`src/rtl/power_seq.sv`:
```
// -----------------------------------------------------------------------------
// power_seq
//
// Sequential unsigned integer exponentiation: result = base ** exponent,
// reduced modulo 2**RES_W. The exponent is consumed LSB first by
// square-and-multiply. One exponent bit is processed per clock.
//
// A request is accepted only in IDLE. The unit then spends
// max(1, bit-length(exponent)) cycles in CALC. It then spends one cycle in
// DONE, where done pulses and result/overflow are already valid.
// result/overflow hold their values until the next DONE or until reset.
// overflow reports that the true (unreduced) power is >= 2**RES_W.
//
// Ports
//   clk       in   1        clock; all state changes on the rising edge
//   rst       in   1        synchronous reset, active-high, highest priority
//   start     in   1        operation request, honoured only in IDLE
//   base      in   BASE_W   base operand, captured with an accepted start
//   exponent  in   EXP_W    exponent operand, captured with an accepted start
//   busy      out  1        high while in CALC
//   done      out  1        one-cycle pulse; result/overflow valid
//   result    out  RES_W    base**exponent mod 2**RES_W
//   overflow  out  1        true power did not fit in RES_W bits
// -----------------------------------------------------------------------------
module power_seq #(
    parameter int BASE_W = 4,
    parameter int EXP_W  = 4,
    parameter int RES_W  = 8
) (
    input  logic              clk,
    input  logic              rst,
    input  logic              start,
    input  logic [BASE_W-1:0] base,
    input  logic [EXP_W-1:0]  exponent,
    output logic              busy,
    output logic              done,
    output logic [RES_W-1:0]  result,
    output logic              overflow
);

    typedef enum logic [1:0] {
        ST_IDLE = 2'd0,
        ST_CALC = 2'd1,
        ST_DONE = 2'd2
    } state_t;

    localparam int PROD_W = 2 * RES_W;

    state_t             state_q,    state_d;
    logic [RES_W-1:0]   acc_q,      acc_d;       // running product
    logic [RES_W-1:0]   sq_q,       sq_d;        // base**(2**k), truncated
    logic [EXP_W-1:0]   e_q,        e_d;         // unconsumed exponent bits
    logic               sq_big_q,   sq_big_d;    // true sq no longer fits
    logic               ovf_q,      ovf_d;       // true acc no longer fits
    logic [RES_W-1:0]   result_q,   result_d;
    logic               overflow_q, overflow_d;

    // Full-width products. The upper halves are the overflow indicators.
    // The lower halves are the exact modular values.
    logic [PROD_W-1:0]  prod_acc;
    logic [PROD_W-1:0]  prod_sq;
    logic               prod_acc_big;
    logic               prod_sq_big;
    logic [EXP_W-1:0]   e_shift;

    assign prod_acc     = PROD_W'(acc_q) * PROD_W'(sq_q);
    assign prod_sq      = PROD_W'(sq_q)  * PROD_W'(sq_q);
    assign prod_acc_big = |prod_acc[PROD_W-1:RES_W];
    assign prod_sq_big  = |prod_sq[PROD_W-1:RES_W];
    assign e_shift      = e_q >> 1;

    // ------------------------------------------------------------------
    // State register
    // ------------------------------------------------------------------
    always_ff @(posedge clk) begin
        if (rst) begin
            state_q    <= ST_IDLE;
            acc_q      <= '0;
            sq_q       <= '0;
            e_q        <= '0;
            sq_big_q   <= 1'b0;
            ovf_q      <= 1'b0;
            result_q   <= '0;
            overflow_q <= 1'b0;
        end else begin
            state_q    <= state_d;
            acc_q      <= acc_d;
            sq_q       <= sq_d;
            e_q        <= e_d;
            sq_big_q   <= sq_big_d;
            ovf_q      <= ovf_d;
            result_q   <= result_d;
            overflow_q <= overflow_d;
        end
    end

    // ------------------------------------------------------------------
    // Next-state and datapath
    // ------------------------------------------------------------------
    always_comb begin
        state_d    = state_q;
        acc_d      = acc_q;
        sq_d       = sq_q;
        e_d        = e_q;
        sq_big_d   = sq_big_q;
        ovf_d      = ovf_q;
        result_d   = result_q;
        overflow_d = overflow_q;

        unique case (state_q)
            ST_IDLE: begin
                if (start) begin
                    acc_d    = RES_W'(1);
                    sq_d     = RES_W'(base);
                    e_d      = exponent;
                    sq_big_d = 1'b0;
                    ovf_d    = 1'b0;
                    state_d  = ST_CALC;
                end
            end

            ST_CALC: begin
                // A big square only matters when it is multiplied into acc.
                // A square formed after the last set bit is discarded and
                // never raises overflow.
                if (e_q[0]) begin
                    acc_d = prod_acc[RES_W-1:0];
                    ovf_d = ovf_q | sq_big_q | prod_acc_big;
                end
                sq_d     = prod_sq[RES_W-1:0];
                sq_big_d = sq_big_q | prod_sq_big;
                e_d      = e_shift;

                // An exponent of zero still costs one CALC cycle.
                if (e_shift == '0) begin
                    state_d    = ST_DONE;
                    // Register the outputs on entry to DONE so they are
                    // valid in the same cycle as the done pulse.
                    result_d   = acc_d;
                    overflow_d = ovf_d;
                end
            end

            ST_DONE: begin
                state_d = ST_IDLE;
            end

            default: begin
                state_d = ST_IDLE;
            end
        endcase
    end

    assign busy     = (state_q == ST_CALC);
    assign done     = (state_q == ST_DONE);
    assign result   = result_q;
    assign overflow = overflow_q;

endmodule
```
`config.mk`:
```
export PLATFORM = sky130hd
export DESIGN_NAME = power_seq
export DESIGN_NICKNAME = d
export VERILOG_FILES = /design/src/rtl/power_seq.sv
export SDC_FILE = /design/constraint.sdc
export NUM_CORES = 1
export LEC_CHECK = 0
export ABC_AREA = 1
export BUFFER_PORTS_ARGS = -buffer_cell sky130_fd_sc_hd__buf_2
export CAP_MARGIN = 0
export CELL_PAD_IN_SITES_DETAIL_PLACEMENT = 1
export CELL_PAD_IN_SITES_GLOBAL_PLACEMENT = 1
export CORE_MARGIN = 10
export CORE_UTILIZATION = 46
export CTS_CLUSTER_SIZE = 8
export DETAILED_ROUTE_END_ITERATION = 8
export GPL_ROUTABILITY_DRIVEN = 0
export PLACE_DENSITY = 0.91
export SETUP_SLACK_MARGIN = 0.15
export SLEW_MARGIN = 30
export SYNTH_ARGS = -nofsm -noshare
export SYNTH_HDL_FRONTEND = slang
export SYNTH_SLANG_ARGS = --single-unit
```
`constraint.sdc`:
```
create_clock -name clk -period 6 [get_ports clk]
set_input_delay 0.6 -clock clk [delete_from_list [all_inputs] [get_ports clk]]
set_output_delay 0.6 -clock clk [all_outputs]
set_load 0.01 [all_outputs]
```
=== Word-level counts from Yosys, hierarchy flattened ===
Index checks and enable logic that the tools add are counted.
W data, S select, Z words.

* Register bits after elaboration: 33
* Latch bits: 0
* RAM bits: 0
* Memory bits (read-only): 0
* Bits of input ports: 11
* Word-level logic and storage cells: 39
* Memories: 0

* Add/subtract/negate cells: 0
* Multipliers: 2
* Divide/modulo/power cells: 0
* Order comparisons: 0
* Eq/ne operators: 4
* Shift-type cells: 0
* Mux-type cells: 14
* Bitwise gates (word level): 3
* Reduce and logical (&&, ||, !) cells: 8

{| class="wikitable"
|+ Operators with widths
! cell !! count
|-
| $mul A8 B8 Y16 || 2
|-
| $pmux W8 S2 || 2
|-
| $mux W8 || 3
|-
| $reduce_or A8 Y1 || 2
|-
| $pmux W4 S2 || 1
|-
| $reduce_and A2 Y1 || 3
|-
| $logic_not A4 Y1 || 1
|-
| $mux W2 || 2
|-
| $mux W4 || 1
|-
| $pmux W1 S2 || 2
|-
| $pmux W2 S2 || 1
|-
| $or A1 B1 Y1 || 3
|-
| $eq A2 B1 Y1 const B || 1
|-
| $eq A2 B2 Y1 const B || 1
|-
| $logic_not A2 Y1 || 1
|-
| $mux W1 || 2
|-
| $ne A2 B1 Y1 const B || 1
|-
| $ne A2 B2 Y1 const B || 1
|-
| $reduce_bool A2 Y1 || 1
|}

=== Longest topological paths before layout ===
Gate-level depths: netlist of the first run.

* Depth after elaboration: 5
* Mapped depth: 29
* Gate-level depth less buffers: 27

=== Least setup slack after synthesis of the first run ===
OpenSTA, ideal clock, no wires.

* Path kind: reg2reg
* Start: register sq_q[7]
* End: register sq_big_q
* Library setup time: 0.131 ns
* Arrival time: 4.249 ns
* Data required time: 5.869 ns
* Setup slack: 1.620 ns
* Stages on the path, launching flop included: 22
* Buffers on the path: 2
* Period minus slack after synthesis: 4.380 ns
* Cells stage by stage: dfxtp_1 -> clkbuf_1 -> clkbuf_1 -> nand2_1 -> fa_1 -> fa_1 -> fa_1 -> inv_1 -> fa_1 -> ha_1 -> a21oi_1 -> inv_1 -> nor2_1 -> nand2_1 -> nand2_1 -> nand2_1 -> nand2_1 -> nand2_1 -> nor2_1 -> nand3_1 -> nand2_1 -> a21oi_2

* Longest elaborated chain between the ends: 4

{| class="wikitable"
|+ RTL lines
! what !! line !! RTL
|-
| start, declared || 51 || <nowiki>logic [RES_W-1:0] sq_q, sq_d;</nowiki>
|-
| start signal, assigned || 88 || <nowiki>sq_q <= sq_d;</nowiki>
|-
| $mul A8 B8 Y16 || 67 || <nowiki>assign prod_sq = PROD_W'(sq_q) * PROD_W'(sq_q);</nowiki>
|-
| $reduce_or A8 Y1 || 69 || <nowiki>assign prod_sq_big = |prod_sq[PROD_W-1:RES_W];</nowiki>
|-
| $or A1 B1 Y1 || 131 || <nowiki>sq_big_d = sq_big_q | prod_sq_big;</nowiki>
|-
| $pmux W1 S2 || 110 || <nowiki>unique case (state_q)</nowiki>
|-
| end signal, assigned || 90 || <nowiki>sq_big_q <= sq_big_d;</nowiki>
|-
| end, declared || 53 || <nowiki>logic sq_big_q, sq_big_d;</nowiki>
|}

No other way between the ends.
A chain may end at the register's enable or synchronous reset.

=== Worst setup path in the final report of the first run ===
* Start: register sq_q[1]
* End: register sq_big_q

Same word-level chain as after synthesis.

==> results of run 1 <==
how the worst max path moves through the flow:
stage               depth (start not counted)  slack [ns]    start       end
floorplan                                  21        1.62  sq_q[7]  sq_big_q
global placement                           19        1.20  sq_q[1]  sq_big_q
detailed placement                         19        1.05  sq_q[7]  sq_big_q
CTS                                        22        0.98  sq_q[1]  sq_big_q
global route                               22        0.59  sq_q[1]  sq_big_q
finish                                     22        0.93  sq_q[1]  sq_big_q
metal layers:
layer	global-route usage (%)	wire, um	part of all wire [%]	vias up
met4	11.79	883	4.9	0
li1	-	-	-	2392
met3	4.394	979	5.5	78
met1	23.97	6775	38	2533
met5	0	0	0	-
met2	40.29	9217	52	202
layout by cell type (no fill, tap or decap), drive strengths merged:
master | Yosys | layout
a21oi | 40 | 40
o21ai | 19 | 19
nand3 | 29 | 29
nand4 | 6 | 6
clkbuf | 22 | 5
o21bai | 3 | 3
clkinv | 1 | 1
fa | 61 | 61
bufinv | 0 | 2
buf | 7 | 22
xnor2 | 5 | 5
a21boi | 1 | 1
xor2 | 3 | 3
a22oi | 2 | 2
nand3b | 2 | 2
nand2 | 250 | 250
a31oi | 5 | 5
o21a | 1 | 1
ha | 64 | 64
inv | 206 | 207
a21o | 2 | 2
dfxtp | 33 | 33
nor3 | 4 | 4
nor2 | 39 | 39
or2 | 1 | 1
a211oi | 1 | 1
flip-flops by register name, summed over array words and instances, names as in the netlist:
register	count
result	8
state_q	2
overflow	1
sq_q	8
acc_q	8
e_q	4
sq_big_q	1
ovf_q	1
power by group:
| group | total (mW) | internal, mW | switching, mW |
|---|---|---|---|
| Clock | 0.350 | 0.240 | 0.110 |
| Sequential | 0.256 | 0.231 | 0.0248 |
| Combinational | 0.111 | 0.0343 | 0.0762 |
| Total | 0.716 | 0.505 | 0.211 |
area by class of cell:
class                           instances  area share (%)
Clock buffer                            5           2.167
Clock inverter                          3           1.192
Inverter                              207           13.46
Multi-Input combinational cell        538           66.69
Sequential cell                        33           11.44
Tap cell                              143           3.099
Timing Repair Buffer                   22           1.951
worst register-to-register path, delay by kind of cell, from the launching register on:
family	cells	cell delay, ns
fa+ha+maj	4	1.91
flops	1	0.86
simple gates	11	1.22
compound gates	2	0.28
buf+inv	3	0.32
xor+xnor	2	0.34
kinds of logic (layout without fill, tap and decap cells):
family	after synthesis	after routing	synth area share [%]
AOI/OAI and AO/OA	74	74	7.845
xor gates and xnor gates	8	8	1.296
adders and majority gates	125	125	37.40
buffers and inverters	236	237	16.57
DFF	33	33	12.22
and+or+nand+nor	331	331	24.67
==> results.cfg, run 1 <==
[outcome]
status = finished clean

[floorplan]
fp.dieH_um = 128.4
dieWidth_um = 128.4
ioPinCount = 22
fp.dieArea_mm2 = 0.01649
fp-row-count = 39
core-area_mm2 = 0.01147
start_util_pct = 47.15

[critical_path]
path_class = reg -> reg
crit_arrival_ns = 5.22
cp_cell_sequence = nand2_1 > inv_1 > fa_1 > xnor2_1 > xor2_1 > fa_1 > inv_1 > fa_1 > inv_1 > ha_1 > a21oi_2 > nor2_1 > nor2_1 > nand2_1 > nand2_1 > nand2_1 > nand2_1 > nand2_1 > nor2_1 > nand3_1 > nand2_1 > a21oi_2
path_max_fanout = 18
required_ns = 6.15
r2r-start = sq_q[1]
critPathSlowestCell = dfxtp_1
cp_common_cell = nand2_1
reg2reg_slack_ns = 0.93
r2r_end = sq_big_q
rr_worst_depth = 22
critPathBufInv = 3
critPathCaptureType = flop
cp-start-kind = flop
max_stage_delay_ns = 0.86
path_delay_family = adder cells

[grt]
grt_max_degree = 28
grt_pass1_vias = 6053
antenna_found_initial = 0
grt.total_usage_pct = 22.28
grt-ovfl-total = 0
grt_pass1_wl_mm = 29.92

[place]
place_ws_ns = 1.048
dpl.hpwl_mm = 12.96
dpl-instance-area_mm2 = 0.005579
dp.cells = 943
port_buffers = 21

[clocking]
htree_levels = 2
ctsHoldBuffers = 0
postCtsSetupRepairBufs = 0
tritoncts = built
clock_latency_ns = 0.29
cts_root_buf = clkbuf_16
cts_buffers = 5
clk_path_buf_depth = 2
post_cts_resized = 0
path_clk_slew_ns = 0.06
clkSinkCount = 33

[route]
dr.first_iter.drc_count = 307
wire_per_inst_um = 18.78
vias_per_cell = 5.473
vias = 5205
totalWireLength_mm = 17.86
drc_errors = 0
ant_nets = 0
drt_pass1_iterations = 5

[sta]
slew_headroom_pct = 44.40
slew_violations = 0
finalSetupTns_ns = 0
timing.final.crit_share_pct = 84.42
finalHoldViolations = 0
hold_slack_ns = 0.4655
min_period_ns = 5.065
skew_ns = 0.005310
tightest_slew_ns = 0.8329
rsz0062_at_grt = false
fmax_mhz = 197.4
layout_setup_ws_ns = 0.9347
final-setup-viol-count = 0

[layout]
n_antenna_cell = 0
drive_gt1_share_pct = 5.446
fin_util_pct = 50.34
syn_to_final_growth_pct = 6.781
nets = 943
layout.cells.non_filler = 951
fin_area_mm2 = 0.005773
multi_input_area_mm2 = 0.003850
seqCellArea_um2 = 660.6
fillers = 1504

[synth]
syn_nets = 943
synth_top_area_cell = fa_1
ys_async_sr_fraction_pct = 0
synth_cells = 807
netlist-cell-type-count = 32
yosys_warnings = 0
ys_ff_latch = 33
ys_seq_area_share_pct = 12.22
synth.top_cell.area_share_pct = 22.59
synth_edf_count = 0
synth_area_leaders = fa_1, nand2_1, ha_1
synth_most_common_cell = nand2_1
avgSynthCellArea_um2 = 6.699
ys.flop_type = dfxtp_1
synthTopCellsByCount = nand2_1, inv_1, ha_1
syn_area_mm2 = 0.005406

[pwr]
power_mw = 0.7158
p_per_area_mw_per_mm2 = 124.0
peakVddDrop_mv = 0.1692
power_leakage_nw = 3.484

[worst_hold_path]
hold_path.class = reg -> reg
min_from = result[4]
min_delay_path_depth = 2
min_to = result[4]

[job]
maxCapViolCount = 0
Note: power is estimated with default switching activity, not from simulation.
==> run 2, diff against run 1 <==
- clock period: 6 -> 5 ns (I/O delays scaled with it)
==> run 2 against run 1 <==
Cell count up 0.84%. Fmax grew 8.7%. Count of clock-buffer cells in the layout stayed put. Wire length is 3.7% lower. Critical path depth unchanged. Global-route usage fell by 1.4 points. First-iteration DRC count increased by 10%. Sequential share of layout area up 0.29 points. Largest power group unchanged. Flip-flop and latch count did not move. Worst hold slack improved by 0.0084 ns.
==> results.cfg, run 2 (synthesis gave the netlist of run 1 again) <==
[route]
vias = 5224
dr.first_iter.drc_count = 339
ant_nets = 0
totalWireLength_mm = 17.19
wire_per_inst_um = 17.93
vias_per_cell = 5.447
drt_pass1_iterations = 5
drc_errors = 0

[pwr]
clock_power_share_pct = 40.8
p_sw_mw = 0.2419
power_leakage_nw = 3.509
pwr-share-comb_pct = 19.2
p_per_area_mw_per_mm2 = 128.4
pwr-share-seq_pct = 40.0
peakVddDrop_mv = 0.2266
internal_power_mw = 0.5045
switching_share_pct = 32.41

[critical_path]
crit_arrival_ns = 4.84
path_max_fanout = 10
required_ns = 5.18
path_class = reg -> reg
critPathCaptureType = flop
cp-start-kind = flop

[clocking]
postCtsSetupRepairBufs = 0
clk_path_buf_depth = 2
post_cts_resized = 1
htree_levels = 2
cts_root_buf = clkbuf_16
clock_latency_ns = 0.28
ctsHoldBuffers = 0
clkSinkCount = 33
cts_buffers = 5
path_clk_slew_ns = 0.06
tritoncts = built

[layout]
final_cell_mix = nand2_1, inv_1, ha_1, fa_1, nor2_1
drive_gt1_share_pct = 7.598
syn_to_final_growth_pct = 7.475
n_antenna_cell = 0
final_common_cell = nand2_1
nets = 951
fillers = 1500

[floorplan]
dieWidth_um = 128.4
core-area_mm2 = 0.01147
fp-row-count = 39
start_util_pct = 47.15
ioPinCount = 22
fp.dieArea_mm2 = 0.01649
fp.dieH_um = 128.4

[grt]
antenna_found_initial = 0
grt_pass1_vias = 5652
grt_max_degree = 28
grt.total_usage_pct = 20.86
grt-ovfl-total = 0
grt_pass1_wl_mm = 27.97

[sta]
fmax_mhz = 214.6
hold_slack_ns = 0.4738
skew_ns = 0.003706
slew_headroom_pct = 44.90
layout_setup_ws_ns = 0.3404
final-setup-viol-count = 0
slew_violations = 0
min_period_ns = 4.660
finalSetupTns_ns = 0
timing.final.crit_share_pct = 93.19
finalHoldViolations = 0
rsz0062_at_grt = false
tightest_slew_ns = 0.8234

[place]
place_ws_ns = 0.1867
port_buffers = 21
dpl.hpwl_mm = 12.81

[job]
maxCapViolCount = 0

[worst_hold_path]
hold_path.class = in -> reg

[outcome]
status = finished clean
## run 2: cell count changes in the layout (fill, tap and decap cells not counted), moves of 2 or more
cell,delta
clkinv_2,+2
buf_4,+7
dfxtp_1,-9
dfxtp_4,+4
bufinv_16,-2
dfxtp_2,+5
## run 2: worst paths after layout
| path | from | endpoint | slack (ns) | cells past startpoint |
|---|---|---|---|---|
| worst max register to register | acc_q[1] | overflow | 0.34 | 22 |
| worst min-delay path | exponent[3] | e_q[3] | 0.47 | 3 |
| worst max-delay path | acc_q[1] | overflow | 0.34 | 22 |
| worst min register to register | result[2] | result[2] | 0.47 | 2 |
## run 2: stage by stage
stage	instance area (um^2)	instances	total power [mW]	utilization [%]
final	5811	959	0.7464	50.67
after global routing	5811	959	0.7734	50.67
after CTS	5783	959	0.7461	50.43
after detailed placement	5639	951	0.4394	49.18
after global placement	5639	951	0.4297	49.18
after floorplan	5406	807	0.3885	-
## run 2: cell type report
class	count	area, um^2	area share, %
Clock buffer	5	125.1	2.153
Clock inverter	3	17.52	0.3015
Inverter	207	777.0	13.37
Multi-Input combinational cell	538	3854	66.32
Sequential cell	33	681.9	11.74
Tap cell	143	178.9	3.079
Timing Repair Buffer	30	176.4	3.036
## run 2: power by group through the flow
stage          Combinational (mW)  Clock [mW]  Sequential [mW]
4_1_cts                     0.143       0.305            0.298
3_5_place_dp                0.137           0            0.302
6_report                    0.143       0.304            0.299
3_3_place_gp                0.129           0            0.301
2_1_floorplan              0.0959           0            0.293
5_1_grt                     0.160       0.314            0.300
## run 2: critical path: stages (launching register included)
cell and delay, ns:
dfxtp_1 0.59, nand2_1 0.15, fa_1 0.50, fa_1 0.52
inv_1 0.06, fa_1 0.51, inv_1 0.06, fa_1 0.50
inv_1 0.05, ha_1 0.33, nand2_1 0.11, nor2_1 0.17
nand2_1 0.10, nand3_1 0.12, nand2_2 0.07, nor2_1 0.11
nand2_1 0.08, nor2_2 0.07, nand2_1 0.11, nand2_1 0.12
nand3_1 0.07, nand2_1 0.09, inv_1 0.05
## run 2: metal layers
metal	global-route usage (%)	wire [um]	vias to the layer above
met5	0	0	-
met4	8.609	749	0
met3	3.162	753	60
met2	38.65	8943	164
met1	23.14	6745	2593
li1	-	-	2407
==> run 3, diff against run 2 <==
- BUFFER_PORTS_ARGS: -buffer_cell sky130_fd_sc_hd__buf_2 -> -buffer_cell sky130_fd_sc_hd__clkbuf_2
- CORE_UTILIZATION: 46 -> 40
- PLACE_DENSITY: 0.91 -> 0.82
==> run 3 against run 2 <==
Register-to-register slack improved by 0.14 ns. Non-clock buffer count rose by 2. Worst setup slack improved by 0.14 ns. Sequential power barely moved.
==> results.cfg, run 3 (synthesis gave the netlist of run 1 again) <==
[outcome]
status = finished clean

[sta]
finalSetupTns_ns = 0
slew_headroom_pct = 43.88
min_period_ns = 4.522
layout_setup_ws_ns = 0.4785
hold_slack_ns = 0.4575
finalHoldViolations = 0
skew_ns = 0.006363
slew_violations = 0
rsz0062_at_grt = false
final-setup-viol-count = 0
timing.final.crit_share_pct = 90.43
fmax_mhz = 221.2
tightest_slew_ns = 0.8388

[layout]
fin_util_pct = 44.37
final_cell_mix = nand2_1, inv_1, ha_1, fa_1, nor2_1
fin_area_mm2 = 0.005876
final_common_cell = nand2_1
layout.cells.non_filler = 994
syn_to_final_growth_pct = 8.679
multi_input_area_mm2 = 0.003850
seqCellArea_um2 = 669.4
drive_gt1_share_pct = 7.213
fillers = 1782
n_antenna_cell = 0
nets = 953

[floorplan]
start_util_pct = 40.83
ioPinCount = 22
dieWidth_um = 136.3
fp.dieH_um = 136.3
fp-row-count = 42
core-area_mm2 = 0.01324
fp.dieArea_mm2 = 0.01857

[place]
dpl-instance-area_mm2 = 0.005695
place_ws_ns = 0.2236
dpl.hpwl_mm = 11.89
dp.cells = 986
port_buffers = 21

[route]
wire_per_inst_um = 14.35
vias = 4821
drt_pass1_iterations = 4
vias_per_cell = 4.850
drc_errors = 0
dr.first_iter.drc_count = 246
totalWireLength_mm = 14.27
ant_nets = 0

[critical_path]
r2r-start = sq_q[7]
crit_arrival_ns = 4.66
path_class = reg -> reg
critPathCaptureType = flop
r2r_end = sq_big_q
reg2reg_slack_ns = 0.48
required_ns = 5.14
path_max_fanout = 8
cp-start-kind = flop
rr_worst_depth = 19

[clocking]
cts_root_buf = clkbuf_16
path_clk_slew_ns = 0.06
cts_buffers = 5
htree_levels = 2
clk_path_buf_depth = 2
clock_latency_ns = 0.28
clkSinkCount = 33
postCtsSetupRepairBufs = 0
tritoncts = built

[grt]
grt-ovfl-total = 0
grt_pass1_wl_mm = 24.46
grt_max_degree = 28
grt_pass1_vias = 5281
antenna_found_initial = 0
grt.total_usage_pct = 15.81

[worst_hold_path]
min_delay_path_depth = 3
min_from = exponent[3]
hold_path.class = in -> reg
min_to = e_q[3]

[job]
maxCapViolCount = 0

[pwr]
peakVddDrop_mv = 0.2207
p_per_area_mw_per_mm2 = 134.4
power_leakage_nw = 3.519
power_mw = 0.7895
## run 3: changes by cell type in the layout (fill, tap and decap cells not counted), sizes merged
cell	change
buf	-19
bufinv	+1
clkbuf	+21
clkinv	-1
## run 3: cell type report
type                       instances  share of cell area, %
clock buffer                       5                  2.129
clock inverter                     3                 0.7879
inverter                         207                  13.22
multi-input combinational        538                  65.52
sequential                        33                  11.39
tap                              176                  3.748
timing repair buffer              32                  3.194
## run 3: timing repair
item,4_1_cts,5_1_grt
hold endpoints to repair,0,0
resized for setup,0,6
setup endpoints to repair,0,2
hold buffers,0,0
## run 3: how the worst max path moves through the flow
stage	from	endpoint	slack [ns]
final	sq_q[7]	sq_big_q	0.48
after global routing	sq_q[7]	sq_big_q	0.16
after CTS	sq_q[2]	sq_big_q	0.19
after detailed placement	sq_q[2]	sq_big_q	0.22
after global placement	sq_q[2]	sq_big_q	0.35
after floorplan	sq_q[7]	sq_big_q	0.62
## run 3: report_power, final
| part | internal, mW | total (mW) | switching, mW |
|---|---|---|---|
| sequential | 0.278 | 0.298 | 0.0203 |
| clock | 0.236 | 0.356 | 0.120 |
| combinational | 0.0436 | 0.135 | 0.0918 |
| total | 0.557 | 0.790 | 0.232 |
## run 3: critical path, cell delays in order (launching register included)
cell and delay [ns]:
dfxtp_1 0.50, nand2_1 0.13, fa_1 0.54, fa_1 0.52, fa_1 0.56, inv_1 0.06, fa_1 0.49, ha_1 0.38
a21oi_1 0.22, inv_1 0.07, nor2_1 0.14, nand2_1 0.10, nand2_1 0.09, nand2_1 0.05, nand2_1 0.05, nand2_1 0.04
nor2_1 0.12, nand3_1 0.14, nand2_1 0.12, a21oi_2 0.07
## run 3: routing by layer
metal / vias to the layer above / global-route usage, % / wire, um
met4: 0 / 2.604 / 84
met1: 2341 / 19.04 / 6322
li1: 2414 / - / -
met5: - / 0 / 0
met3: 6 / 1.919 / 397
met2: 60 / 29.59 / 7463
